## src/rtl/reaction_pkg.sv

```systemverilog
// Shared types and constants for the multi-player reaction timer.
//   state_e  : round FSM states, in round order
//   res_e    : per-player round result
//   ALL_ONES : wide all-ones constant; slice it to any counter width
package reaction_pkg;

    typedef enum logic [1:0] {
        StIdle,
        StArmed,
        StStim,
        StDone
    } state_e;

    typedef enum logic [1:0] {
        ResNone,
        ResValid,
        ResCheat,
        ResSlow
    } res_e;

    localparam logic [63:0] ALL_ONES = '1;

endpackage

```

## src/rtl/ms_tick_gen.sv

```systemverilog
// Free-running millisecond tick generator.
//   clk_i  : system clock
//   rst_ni : asynchronous active-low reset, clears the divider
//   tick_o : one-cycle pulse every TICK_DIV clock cycles
module ms_tick_gen #(
    parameter int unsigned TICK_DIV = 100000
) (
    input  logic clk_i,
    input  logic rst_ni,
    output logic tick_o
);

    localparam int unsigned CntW = $clog2(TICK_DIV);
    localparam logic [CntW-1:0] LastCnt = CntW'(TICK_DIV - 1);

    logic [CntW-1:0] cnt_q, cnt_d;

    assign tick_o = (cnt_q == LastCnt);
    assign cnt_d  = tick_o ? '0 : cnt_q + CntW'(1);

    always_ff @(posedge clk_i or negedge rst_ni) begin
        if (!rst_ni) begin
            cnt_q <= '0;
        end else begin
            cnt_q <= cnt_d;
        end
    end

endmodule

```

## src/rtl/reaction_timer_nch.sv

```systemverilog
// N-player reaction timer. A start edge arms a random delay; the stimulus LED then
// lights and each player's first stop edge latches a millisecond response time.
//   clk, reset_n       : clock, asynchronous active-low reset
//   start, stop        : raw asynchronous buttons (synchronised, rising edges act)
//   clear_best         : synchronous pulse, resets best_time to all ones
//   rand_in            : random extra delay in ms
//   stim_led, busy     : state indicators
//   times              : per-player latched time, player p at [p*CNT_W +: CNT_W]
//   valid/cheat/slow   : per-player result flags
//   winner(_valid)     : fastest valid player, lowest index on ties
//   best_time          : best winner time since reset or clear_best
module reaction_timer_nch
    import reaction_pkg::*;
#(
    parameter int unsigned N_PLAYERS    = 2,
    parameter int unsigned CNT_W        = 16,
    parameter int unsigned TICK_DIV     = 100000,
    parameter int unsigned MIN_DELAY_MS = 1000,
    parameter int unsigned MAX_MS       = 1000,
    parameter int unsigned RAND_W       = 12
) (
    input  logic                         clk,
    input  logic                         reset_n,
    input  logic                         start,
    input  logic [N_PLAYERS-1:0]         stop,
    input  logic                         clear_best,
    input  logic [RAND_W-1:0]            rand_in,
    output logic                         stim_led,
    output logic                         busy,
    output logic [N_PLAYERS*CNT_W-1:0]   times,
    output logic [N_PLAYERS-1:0]         valid,
    output logic [N_PLAYERS-1:0]         cheat,
    output logic [N_PLAYERS-1:0]         slow,
    output logic [2:0]                   winner,
    output logic                         winner_valid,
    output logic [CNT_W-1:0]             best_time
);

    localparam logic [CNT_W-1:0] AllOnes  = ALL_ONES[CNT_W-1:0];
    localparam logic [CNT_W-1:0] MaxCnt   = CNT_W'(MAX_MS);
    localparam logic [CNT_W-1:0] MinDelay = CNT_W'(MIN_DELAY_MS);

    logic tick;

    ms_tick_gen #(
        .TICK_DIV(TICK_DIV)
    ) u_tick (
        .clk_i (clk),
        .rst_ni(reset_n),
        .tick_o(tick)
    );

    // Two-flop synchronisers plus a delayed copy for rising-edge detection.
    logic                 start_s1_q, start_s2_q, start_prev_q, start_edge;
    logic [N_PLAYERS-1:0] stop_s1_q, stop_s2_q, stop_prev_q, stop_edge;

    assign start_edge = start_s2_q & ~start_prev_q;
    assign stop_edge  = stop_s2_q & ~stop_prev_q;

    state_e           state_q, state_d;
    logic [CNT_W-1:0] delay_q, delay_d;
    logic [CNT_W-1:0] dcnt_q, dcnt_d;
    logic [CNT_W-1:0] rcnt_q, rcnt_d;
    logic [CNT_W-1:0] best_q, best_d;
    logic [CNT_W-1:0] times_q [N_PLAYERS];
    logic [CNT_W-1:0] times_d [N_PLAYERS];
    res_e             res_q   [N_PLAYERS];
    res_e             res_d   [N_PLAYERS];

    logic             all_res;
    logic             win_found;
    logic [2:0]       win_idx;
    logic [CNT_W-1:0] win_time;

    always_comb begin
        all_res = 1'b1;
        for (int p = 0; p < N_PLAYERS; p++) begin
            if (res_q[p] == ResNone) all_res = 1'b0;
        end
    end

    // Strict less-than keeps the lower index on equal times.
    always_comb begin
        win_found = 1'b0;
        win_idx   = '0;
        win_time  = AllOnes;
        for (int p = 0; p < N_PLAYERS; p++) begin
            if (res_q[p] == ResValid && (!win_found || times_q[p] < win_time)) begin
                win_found = 1'b1;
                win_idx   = 3'(p);
                win_time  = times_q[p];
            end
        end
    end

    always_comb begin
        state_d = state_q;
        delay_d = delay_q;
        dcnt_d  = dcnt_q;
        rcnt_d  = rcnt_q;
        best_d  = best_q;
        times_d = times_q;
        res_d   = res_q;
        unique case (state_q)
            StIdle, StDone: begin
                if (start_edge) begin
                    state_d = StArmed;
                    delay_d = MinDelay + CNT_W'(rand_in);
                    dcnt_d  = '0;
                    for (int p = 0; p < N_PLAYERS; p++) begin
                        res_d[p]   = ResNone;
                        times_d[p] = '0;
                    end
                end
            end
            StArmed: begin
                if (tick) dcnt_d = dcnt_q + CNT_W'(1);
                for (int p = 0; p < N_PLAYERS; p++) begin
                    if (stop_edge[p] && res_q[p] == ResNone) begin
                        res_d[p]   = ResCheat;
                        times_d[p] = AllOnes;
                    end
                end
                if (all_res) begin
                    state_d = StDone;
                end else if (dcnt_q == delay_q) begin
                    state_d = StStim;
                    rcnt_d  = '0;
                end
            end
            StStim: begin
                if (tick && rcnt_q != MaxCnt) rcnt_d = rcnt_q + CNT_W'(1);
                // A stop edge in the timeout cycle beats the slow verdict.
                for (int p = 0; p < N_PLAYERS; p++) begin
                    if (res_q[p] == ResNone) begin
                        if (stop_edge[p]) begin
                            res_d[p]   = ResValid;
                            times_d[p] = rcnt_q;
                        end else if (rcnt_q == MaxCnt) begin
                            res_d[p]   = ResSlow;
                            times_d[p] = MaxCnt;
                        end
                    end
                end
                if (all_res) begin
                    state_d = StDone;
                    if (win_found && win_time < best_q) best_d = win_time;
                end
            end
            default: state_d = StIdle;
        endcase
        if (clear_best) best_d = AllOnes;
    end

    always_ff @(posedge clk or negedge reset_n) begin
        if (!reset_n) begin
            start_s1_q   <= 1'b0;
            start_s2_q   <= 1'b0;
            start_prev_q <= 1'b0;
            stop_s1_q    <= '0;
            stop_s2_q    <= '0;
            stop_prev_q  <= '0;
            state_q      <= StIdle;
            delay_q      <= '0;
            dcnt_q       <= '0;
            rcnt_q       <= '0;
            best_q       <= AllOnes;
            for (int p = 0; p < N_PLAYERS; p++) begin
                times_q[p] <= '0;
                res_q[p]   <= ResNone;
            end
        end else begin
            start_s1_q   <= start;
            start_s2_q   <= start_s1_q;
            start_prev_q <= start_s2_q;
            stop_s1_q    <= stop;
            stop_s2_q    <= stop_s1_q;
            stop_prev_q  <= stop_s2_q;
            state_q      <= state_d;
            delay_q      <= delay_d;
            dcnt_q       <= dcnt_d;
            rcnt_q       <= rcnt_d;
            best_q       <= best_d;
            times_q      <= times_d;
            res_q        <= res_d;
        end
    end

    assign stim_led     = (state_q == StStim);
    assign busy         = (state_q == StArmed) || (state_q == StStim);
    assign winner       = win_idx;
    assign winner_valid = (state_q == StDone) && win_found;
    assign best_time    = best_q;

    for (genvar g = 0; g < N_PLAYERS; g++) begin : g_out
        assign times[g*CNT_W +: CNT_W] = times_q[g];
        assign valid[g] = (res_q[g] == ResValid);
        assign cheat[g] = (res_q[g] == ResCheat);
        assign slow[g]  = (res_q[g] == ResSlow);
    end

endmodule

```

## config.mk

```make
export PLATFORM = sky130hd
export DESIGN_NAME = reaction_timer_nch
export DESIGN_NICKNAME = d
export VERILOG_FILES = /design/src/rtl/reaction_pkg.sv /design/src/rtl/ms_tick_gen.sv /design/src/rtl/reaction_timer_nch.sv
export SDC_FILE = /design/constraint.sdc
export NUM_CORES = 1
export LEC_CHECK = 0
export BUFFER_PORTS_ARGS = -buffer_cell sky130_fd_sc_hd__clkbuf_2
export CORE_AREA = 2 2 124 138
export DETAILED_ROUTE_END_ITERATION = 6
export DIE_AREA = 0 0 126 140
export PLACE_DENSITY = 0.66
export SLEW_MARGIN = 10
export SYNTH_ARGS = -nofsm -noshare
export SYNTH_HDL_FRONTEND = slang
export SYNTH_SLANG_ARGS = --single-unit
```

## constraint.sdc

```tcl
create_clock -name clk -period 4.5 [get_ports clk]
set_input_delay 0.225 -clock clk [delete_from_list [all_inputs] [get_ports clk]]
set_output_delay 0.225 -clock clk [all_outputs]
set_load 0.005 [all_outputs]
```

==> run summary, run 1 <==
For the total grt overflow, the log shows 0. The slowest library cell on the worst path was or3_2. Standard cell core area: 0.0162 mm^2.

The die height works out to 140 um. Maximum level of the CTS H-tree: 4. The max-slew violation total from the final report came out at 0. The number of buffer and inverter stages on the critical path was 4. The row count came out at 49.

The count of endpoints failing hold in the final timing report is 0, and the fraction of synthesized cell area in xor and xnor cells is 0.0629. Each instance of the synthesized netlist takes up on average 9.45 um^2. In this run the clock root is driven by a clkbuf_16. The run gives 4.84 ns as the required time of the critical path. 78 I/O pins were placed. The worst hold path was traced through 2 stages. The TritonCTS buffer count was 17.

The share of the cycle needed by the critical path after routing came out at 0.949. The total routing usage reported by global routing is 0.191. The setup violation total in the final timing report was 0. Maximum fanout encountered on the critical timing path: 15.

The initial antenna violation count was 0; the power density over the cells was 600 mW/mm^2. The number of flops mapped to enable cells by yosys came out at 0. The aggregate negative setup slack is 0 ns. The type of the worst setup path was reg -> reg. Across the routed clock network, the largest skew measured is 0.00933 ns. The first routing iteration left 321 violations. The pre-antenna-repair detailed-routing pass consisted of 5 iterations.

The share of flip-flops with an asynchronous set or reset came out at 1.00. The mapped netlist covers 0.00724 mm^2. For the worst-skew pair, the clock arrives at the later sink with an insertion delay of 0.42 ns. For this block, the routed nets add up to 16.1 mm of wire. By area, the combinational part of the netlist is dominated by simple AND/OR/NAND/NOR gates. The headroom to the max-slew limit is 0.415. The worst setup path is captured at a flip-flop. The placed instances occupy a cell area of 0.00784 mm^2.

In this run, synthesis produced a sequential element count of 125. In the routed layout, each cell is associated on average with a via count of 5.38. STA puts the critical path data arrival time at 4.61 ns.

After detailed routing, the number of remaining DRC violations is 0. The tools report the via total after detailed routing as 5693. The worst-case IR drop observed on VDD is 0.342 mV. The share of cell area taken by muxes after synthesis was 0.0813. Adder and majority cell fraction of the synthesized area: 0.0657.

The run gives 1475 as the number of fill cells in the layout. For the finished layout, the period the worst path requires is 4.27 ns. The run gives 11.9 mm as the detailed placement HPWL. Via count of the first global-routing pass: 5487.

Leaving out filler cells and counting taps, the final layout contains 1058. After clock tree synthesis, the clock-pin slew on the worst setup and hold paths is 0.06 ns. The tools report the critical path launch point type as a flip-flop.

Entering global routing, the biggest net connects 54 pins. The flow ran to the end, and the final reports show no timing, DRC or antenna violations. The logs give 4.03 nW for the leakage power figure and 27.3 mm for the wire length of the first global-routing pass. The detail route stage leaves a number of antenna-violating nets equal to 0.

The initial standard-cell utilization of the core was 0.447. At the pin with the least slew margin, the transition time is 0.878 ns. For this run, the top clock speed supported by timing is 0.234 GHz. Measured in cells, the most critical reg-to-reg path has a length of 19.

Buffers placed on the I/O ports in this run total 75. The clock net in this run drives a total of 125 sinks. Worst stage delay on the critical path: 0.45 ns. The cell family contributing the most delay on the critical path is simple AND/OR/NAND/NOR gates.

Measured along the x axis, the die boundary spans 126 um. The cell count after placement was 1024. The tool flagged a number of max-cap violations equal to 0. The run gives 0.435 as the share of the yosys chip area belonging to registers. The critical path goes through nand2b_4 -> buf_4 -> nor2_2 -> ha_1 -> a211oi_2 -> o21ai_0 -> o211ai_1 -> o211ai_1 -> buf_4 -> or3_2 -> and2_1 -> ha_1 -> nand2_1 -> or3_1 -> or3_1 -> inv_2 -> a31oi_4 -> buf_12 -> mux2i_2.

The count of nets after finishing was 899. TritonCTS built the clock tree. The compound-gate portion of the synthesized area came out at 0.123. After detailed routing, the average wire length per cell comes to 15.2 um. The fraction of layout instances using a drive strength above 1 was 0.225; the die footprint was 0.0176 mm^2. Setup repair after global routing left no endpoint under its margin. The tools report the weighted congestion reported at the end of routability-driven placement as 0.857. The primary flip-flop cell chosen by synthesis mapping was dfrtp_1. For the count of synthesis-stage warnings from yosys, the log shows 0. The antenna diode instance count was 0; the gate count of the mapped netlist was 766.

The area growth from synthesis to layout is 17.2%. The path class of the tightest hold or removal check is in -> reg. The area fraction in and, or, nand and nor cells after synthesis works out to 0.190. Buffers added to address setup during post-CTS repair amount to 0. Yosys mapped the design onto 57 distinct sky130hd cell types. Counting buffers and inverters, the worst setup path is 19 cells deep. The clock passes through at most 2 buffers.

After routing the design area is 0.00848 mm^2.
==> path summary, 6_finish.rpt <==
kind | start | end | slack [ns]
max | res_q[3]$_DFFE_PN0P_ | best_time[15]$_DFFE_PN1P_ | 0.23
min | rand_in[1] | delay_q[1]$_DFFE_PN0P_ | 0.04
max reg2reg | res_q[3]$_DFFE_PN0P_ | best_time[15]$_DFFE_PN1P_ | 0.23
min reg2reg | stop_s1_q[0]$_DFF_PN0_ | stop_s2_q[0]$_DFF_PN0_ | 0.35
max in group asynchronous | reset_n | delay_q[3]$_DFFE_PN0P_ | 3.18
min in group asynchronous | reset_n | times[21]$_DFFE_PN0P_ | 0.39
==> cell type report <==
cell class	instances	area (um^2)	area share
Sequential cell	125	3150	0.371
Clock buffer	18	439	0.0518
Tap cell	204	255	0.0301
Timing Repair Buffer	94	556	0.0655
Multi-Input combinational cell	572	3830	0.452
Clock inverter	12	124	0.0146
Inverter	33	124	0.0146
==> per-stage QoR <==
stage / hold slack [ns] / power, mW / utilization / worst slack (ns)
finish: 0.0355 / 5.08 / 0.524 / 0.228
global route: 0.0217 / 5.48 / 0.524 / 0.0158
CTS: 0.0243 / 5.08 / 0.522 / 0.0589
detailed placement: 0.313 / 3.75 / 0.484 / 0.0748
global placement: 0.317 / 3.72 / 0.484 / 0.197
floorplan: -0.0706 / 3.12 / - / 0.0900
==> layer usage <==
metal,wire length [um],share of wire,vias up,global-route usage
met4,308,0.019,0,0.0711
met3,737,0.046,22,0.0455
met5,0,0,-,0
li1,-,-,2826,-
met2,7650,0.47,135,0.306
met1,7410,0.46,2710,0.251
==> power breakdown <==
part	internal [mW]	total [mW]	switching [mW]
logic	0.983	2.24	1.26
clock network	0.816	1.31	0.497
registers	1.34	1.53	0.192
total	3.14	5.08	1.94
==> layout by cell type, fill, tap and decap left out, types with 4 or more instances in the layout <==
| cell type | Yosys | layout |
|---|---|---|
| clkbuf_2 | 0 | 74 |
| dfstp_2 | 16 | 16 |
| clkinvlp_4 | 0 | 4 |
| nand4_1 | 18 | 18 |
| a21oi_1 | 72 | 72 |
| mux2_2 | 38 | 38 |
| inv_1 | 32 | 31 |
| xnor2_1 | 12 | 12 |
| nand2b_1 | 7 | 6 |
| buf_4 | 3 | 14 |
| nor2_1 | 97 | 95 |
| nor3_1 | 7 | 7 |
| nor4_1 | 7 | 6 |
| dfrtp_1 | 109 | 109 |
| o21ai_0 | 42 | 42 |
| dlygate4sd3_1 | 0 | 4 |
| mux2i_1 | 16 | 15 |
| nand3_1 | 18 | 18 |
| o21a_1 | 5 | 5 |
| clkinv_2 | 0 | 5 |
| clkbuf_16 | 0 | 17 |
| and3_1 | 8 | 8 |
| xor2_1 | 40 | 40 |
| or3_1 | 29 | 29 |
| ha_1 | 38 | 38 |
| and2_1 | 21 | 21 |
| nand2_1 | 44 | 44 |
| nor2b_1 | 6 | 6 |
==> kinds of logic (layout without fill, tap and decap cells) <==
logic type                 Yosys count  after routing
and+or+nand+nor                    275            275
AOI/OAI and AO/OA                  151            151
DFF                                125            125
buffers and inverters               70            157
muxes                               54             54
xor gates and xnor gates            52             52
adders and majority gates           38             38
other                                1              2
==> flip-flops by register name, indices dropped and copies added (netlist names) <==
register and cells:
best_time 16, dcnt_q 16, delay_q 13, rcnt_q 16
res_q 4, start_prev_q 1, start_s1_q 1, start_s2_q 1
state_q 2, stop_prev_q 2, stop_s1_q 2, stop_s2_q 2
times 32, u_tick.cnt_q 17
==> synthesized netlist by cell type (18+ instances only) <==
| cell type | count | area [um^2] |
|---|---|---|
| nand3_1 | 18 | 90.1 |
| a21oi_1 | 72 | 360 |
| inv_1 | 32 | 120 |
| mux2_2 | 38 | 428 |
| nand4_1 | 18 | 113 |
| dfrtp_1 | 109 | 2730 |
| nor2_1 | 97 | 364 |
| clkbuf_1 | 24 | 90.1 |
| nand2_1 | 44 | 165 |
| o21ai_0 | 42 | 210 |
| xor2_1 | 40 | 350 |
| or3_1 | 29 | 181 |
| and2_1 | 21 | 131 |
| ha_1 | 38 | 475 |
==> what timing repair did <==
action / in CTS / in global routing
hold endpoints to repair: 52 / 0
gates resized for setup: 0 / 10
endpoints found under the setup margin: 0 / 15
hold buffers: 4 / 0
Note: power is estimated with default switching activity, not from simulation.
==> inputs of run 2 (changes only) <==
--- a/config.mk
+++ b/config.mk
@@ -5,11 +5,11 @@
 export SDC_FILE = /design/constraint.sdc
 export NUM_CORES = 1
 export LEC_CHECK = 0
-export BUFFER_PORTS_ARGS = -buffer_cell sky130_fd_sc_hd__clkbuf_2
 export CORE_AREA = 2 2 124 138
 export DETAILED_ROUTE_END_ITERATION = 6
 export DIE_AREA = 0 0 126 140
-export PLACE_DENSITY = 0.66
+export DONT_BUFFER_PORTS = 1
+export PLACE_DENSITY = 0.59
 export SLEW_MARGIN = 10
 export SYNTH_ARGS = -nofsm -noshare
 export SYNTH_HDL_FRONTEND = slang
==> constraint.sdc (replaced) <==
create_clock -name clk -period 5 [get_ports clk]
set_input_delay 0.25 -clock clk [delete_from_list [all_inputs] [get_ports clk]]
set_output_delay 0.25 -clock clk [all_outputs]
set_load 0.005 [all_outputs]
==> run 2 against run 1 <==
Effect of this change: maximum frequency down 6.7%; die area unchanged; critical path depth down 2; largest cell class unchanged; global-route usage up 0.91 points; non-clock buffer count down 73; worst setup slack better by 0.19 ns; sequential share of layout area up 1.8 points; cell area down 4.5%; clock-buffer cell count up 4; combinational power down 17%; clock skew up 0.00066 ns; cell count down 6.9%; largest power group unchanged.
==> run summary, run 2 (synthesis gave the netlist of run 1 again) <==
The run gives 0.00739 mm^2 as the area of placed instances. Setup repair after global routing left no endpoint under its margin. The number of fill cells in the layout was 1516. The worst setup path is captured at a flip-flop. The final setup slack of the worst path was 0.422 ns; the total clock sinks was 125. The area growth from synthesis to layout is 11.9%. The number of antenna-violating nets in the routed design came out at 0.

The endpoint identified for the worst register-to-register timing path is best_time[10]$_DFFE_PN1P_. The tools report the endpoint with the worst hold slack as delay_q[9]$_DFFE_PN0P_. The clock tree synthesis step divided the H-tree into 4 levels.

The routed design uses 1.03 mm of met3 wire. Depth of the worst hold-timing path: 2. The initial antenna violation count was 0. The first TritonRoute pass finished after 4 iterations. The top cell types in the final layout, fill and taps aside, are 109 x dfrtp_1, 97 x nor2_1, 72 x a21oi_1. The wire-length estimate of the detail-placed layout is 12.2 mm.

The hold path startpoint was rand_in[9]. Derived from the worst setup path, the maximum achievable clock frequency is 0.218 GHz. The share of the cycle needed by the critical path after routing works out to 0.916. The logs give 28.4 mm for the wire length of the first global-routing pass and 126 for the largest net degree at the start of global routing. The repair_antennas step left the layout with diodes totalling 0. The logs give 0.0100 ns for the setup clock skew after layout and 985 for the number of cells in the finished layout apart from fillers.

The analysis attributes to cell leakage a power of 3.72 nW. In this run the vertical extent of the chip is 140 um. The root buffer cell chosen for the clock tree is clkbuf_16. For this design, the slowest cell found on the critical path is o311a_4.

The iteration-0 DRC count of the detailed router was 310. The critical path goes through nand2b_4 -> nor2_1 -> ha_1 -> or3_1 -> o221ai_1 -> a21oi_1 -> o311a_4 -> or3_1 -> and2_1 -> ha_1 -> a21o_1 -> a21o_1 -> a211oi_1 -> o221ai_1 -> a31oi_4 -> buf_4 -> mux2i_1. The maximum fanout encountered on the critical timing path was 35.

Routed wire length per instance: 17.2 um. The worst path needs 4.58 ns of the cycle, external delays included. The core region is 0.0162 mm^2.

In this run the power density over the cells is 549 mW/mm^2. The logs give 0.274 for the headroom to the max-slew limit and 5534 for the via total after detailed routing. After clock tree synthesis, the clock-pin slew on the worst setup and hold paths is 0.05 ns.

The cell count after placement is 942, and the aggregate routed wire length is 16.9 mm. The die is 126 um wide. The count of endpoints failing hold in the final timing report is 0. The flow ran to the end, and the final reports show no timing, DRC or antenna violations.

Wire segments on met2 add up to 8.42 mm in the final route. The type of the worst setup path is reg -> reg. The pre-CTS worst setup slack is 0.0315 ns.

The tools report the via count of the first global-routing pass as 5636. The worst setup path is launched from a flip-flop. After detailed routing, the number of remaining DRC violations is 0. The largest single stage delay on the critical path is 0.48 ns.

Max-cap violations in this run came to 0. The detailed router put a total of 7.33 mm of wire on met1. The setup check on the worst reg-to-reg path leaves a slack of 0.42 ns. The fraction of layout instances using a drive strength above 1 was 0.131.

The min-delay analysis places its worst path in the category in -> reg. STA puts the critical path data required time at 5.34 ns. The logs give 826 for the count of nets after finishing and 17 for the TritonCTS buffer count. TritonCTS built the clock tree. In this run the core area contains 49 standard-cell rows.

The leading cell type in the layout, fill and taps excluded is dfrtp_1. The run gives 0.42 ns as the clock network latency to the later pin of the worst-skew pair. The share of the core filled with cells is 0.500. The run gives 0 as the total grt overflow. The startpoint identified for the worst register-to-register timing path is res_q[2]$_DFFE_PN0P_. Pin placement for this block handled 78 I/O pins. The run gives 0.447 as the initial standard-cell utilization of the core. The max-slew violation total from the final report was 0. Highest metal layer used by the detailed router: met4. Setup violation total in the final timing report: 0. The maximum clock path buffer count was 2. The congestion estimate from routability-driven global placement came to 0.888.

Across the VDD grid, the largest voltage drop is 0.249 mV. After routing the design area is 0.00810 mm^2. The number of cells on the worst reg-to-reg path is 17. The total routing usage reported by global routing was 0.200; the routed via count divided by cell count was 5.62. The data arrival time at the worst-slack endpoint was 4.92 ns; the flip-flop count of the largest register, all copies and words added was 32. The die covers 0.0176 mm^2. The slew at the pin closest to its max-slew limit is 1.09 ns. The count of port buffers added during placement was 0; the aggregate negative setup slack was 0 ns.
-- run 2: cell types whose count changed in the layout (fill, tap and decap cells not counted), sizes merged --
| cell | delta |
|---|---|
| clkbuf | -70 |
| dlygate4sd3 | +7 |
| buf | -6 |
| clkinvlp | -3 |
| clkinv | -1 |
-- run 2: power breakdown --
group          switching [mW]  internal, mW  leakage, nW
Combinational            1.08         0.777         1.84
Sequential              0.201          1.21         1.60
Clock                   0.432         0.748        0.275
-- run 2: routing by layer --
metal  GRT usage  up-vias
li1            -     2686
met4      0.0538        0
met1       0.249     2719
met2       0.338      122
met3      0.0596        7
met5           0        -
-- run 2: per-stage QoR --
stage | hold WS (ns) | total power [mW]
after floorplan | -0.0456 | 2.80
after global placement | -0.0398 | 3.17
after detailed placement | -0.0398 | 3.23
after CTS | 0.00509 | 4.46
after global routing | 0.0138 | 4.78
final | 0.0220 | 4.44
-- run 2: how the worst max path moves through the flow --
stage                         start  cells after the start                        end  slack, ns
2_1_floorplan  res_q[3]$_DFFE_PN0P_                     20  best_time[10]$_DFFE_PN1P_       0.48
3_3_place_gp   res_q[3]$_DFFE_PN0P_                     18  best_time[12]$_DFFE_PN1P_       0.27
3_5_place_dp   res_q[3]$_DFFE_PN0P_                     18  best_time[10]$_DFFE_PN1P_       0.03
4_1_cts        res_q[3]$_DFFE_PN0P_                     18  best_time[10]$_DFFE_PN1P_      0.005
5_1_grt        res_q[2]$_DFFE_PN0P_                     17  best_time[10]$_DFFE_PN1P_       0.09
6_report       res_q[2]$_DFFE_PN0P_                     17  best_time[10]$_DFFE_PN1P_       0.42
-- run 2: layout make-up --
type / instances / area [um^2] / area share
Clock buffer: 22 / 464 / 0.0573
Inverter: 33 / 124 / 0.0153
Sequential cell: 125 / 3150 / 0.389
Multi-Input combinational cell: 572 / 3810 / 0.470
Clock inverter: 8 / 92.6 / 0.0114
Tap cell: 204 / 255 / 0.0315
Timing Repair Buffer: 21 / 205 / 0.0253
-- run 2: worst max-delay path: cells and delay by family (launching register included) --
| family | cells | cell delay, ns |
|---|---|---|
| buffers and inverters | 1 | 0.29 |
| AND/OR/NAND/NOR | 5 | 1.16 |
| multiplexers | 1 | 0.24 |
| adder cells (fa/ha/maj) | 2 | 0.48 |
| AO/OA/AOI/OAI | 8 | 1.92 |
| flip-flops | 1 | 0.40 |
-- run 2: repair_timing --
item / 4_1_cts / 5_1_grt
resized for setup: 0 / 2
hold buffers: 12 / 0
setup endpoints to repair: 0 / 16
hold endpoints to repair: 149 / 0
setup buffers: 0 / 1
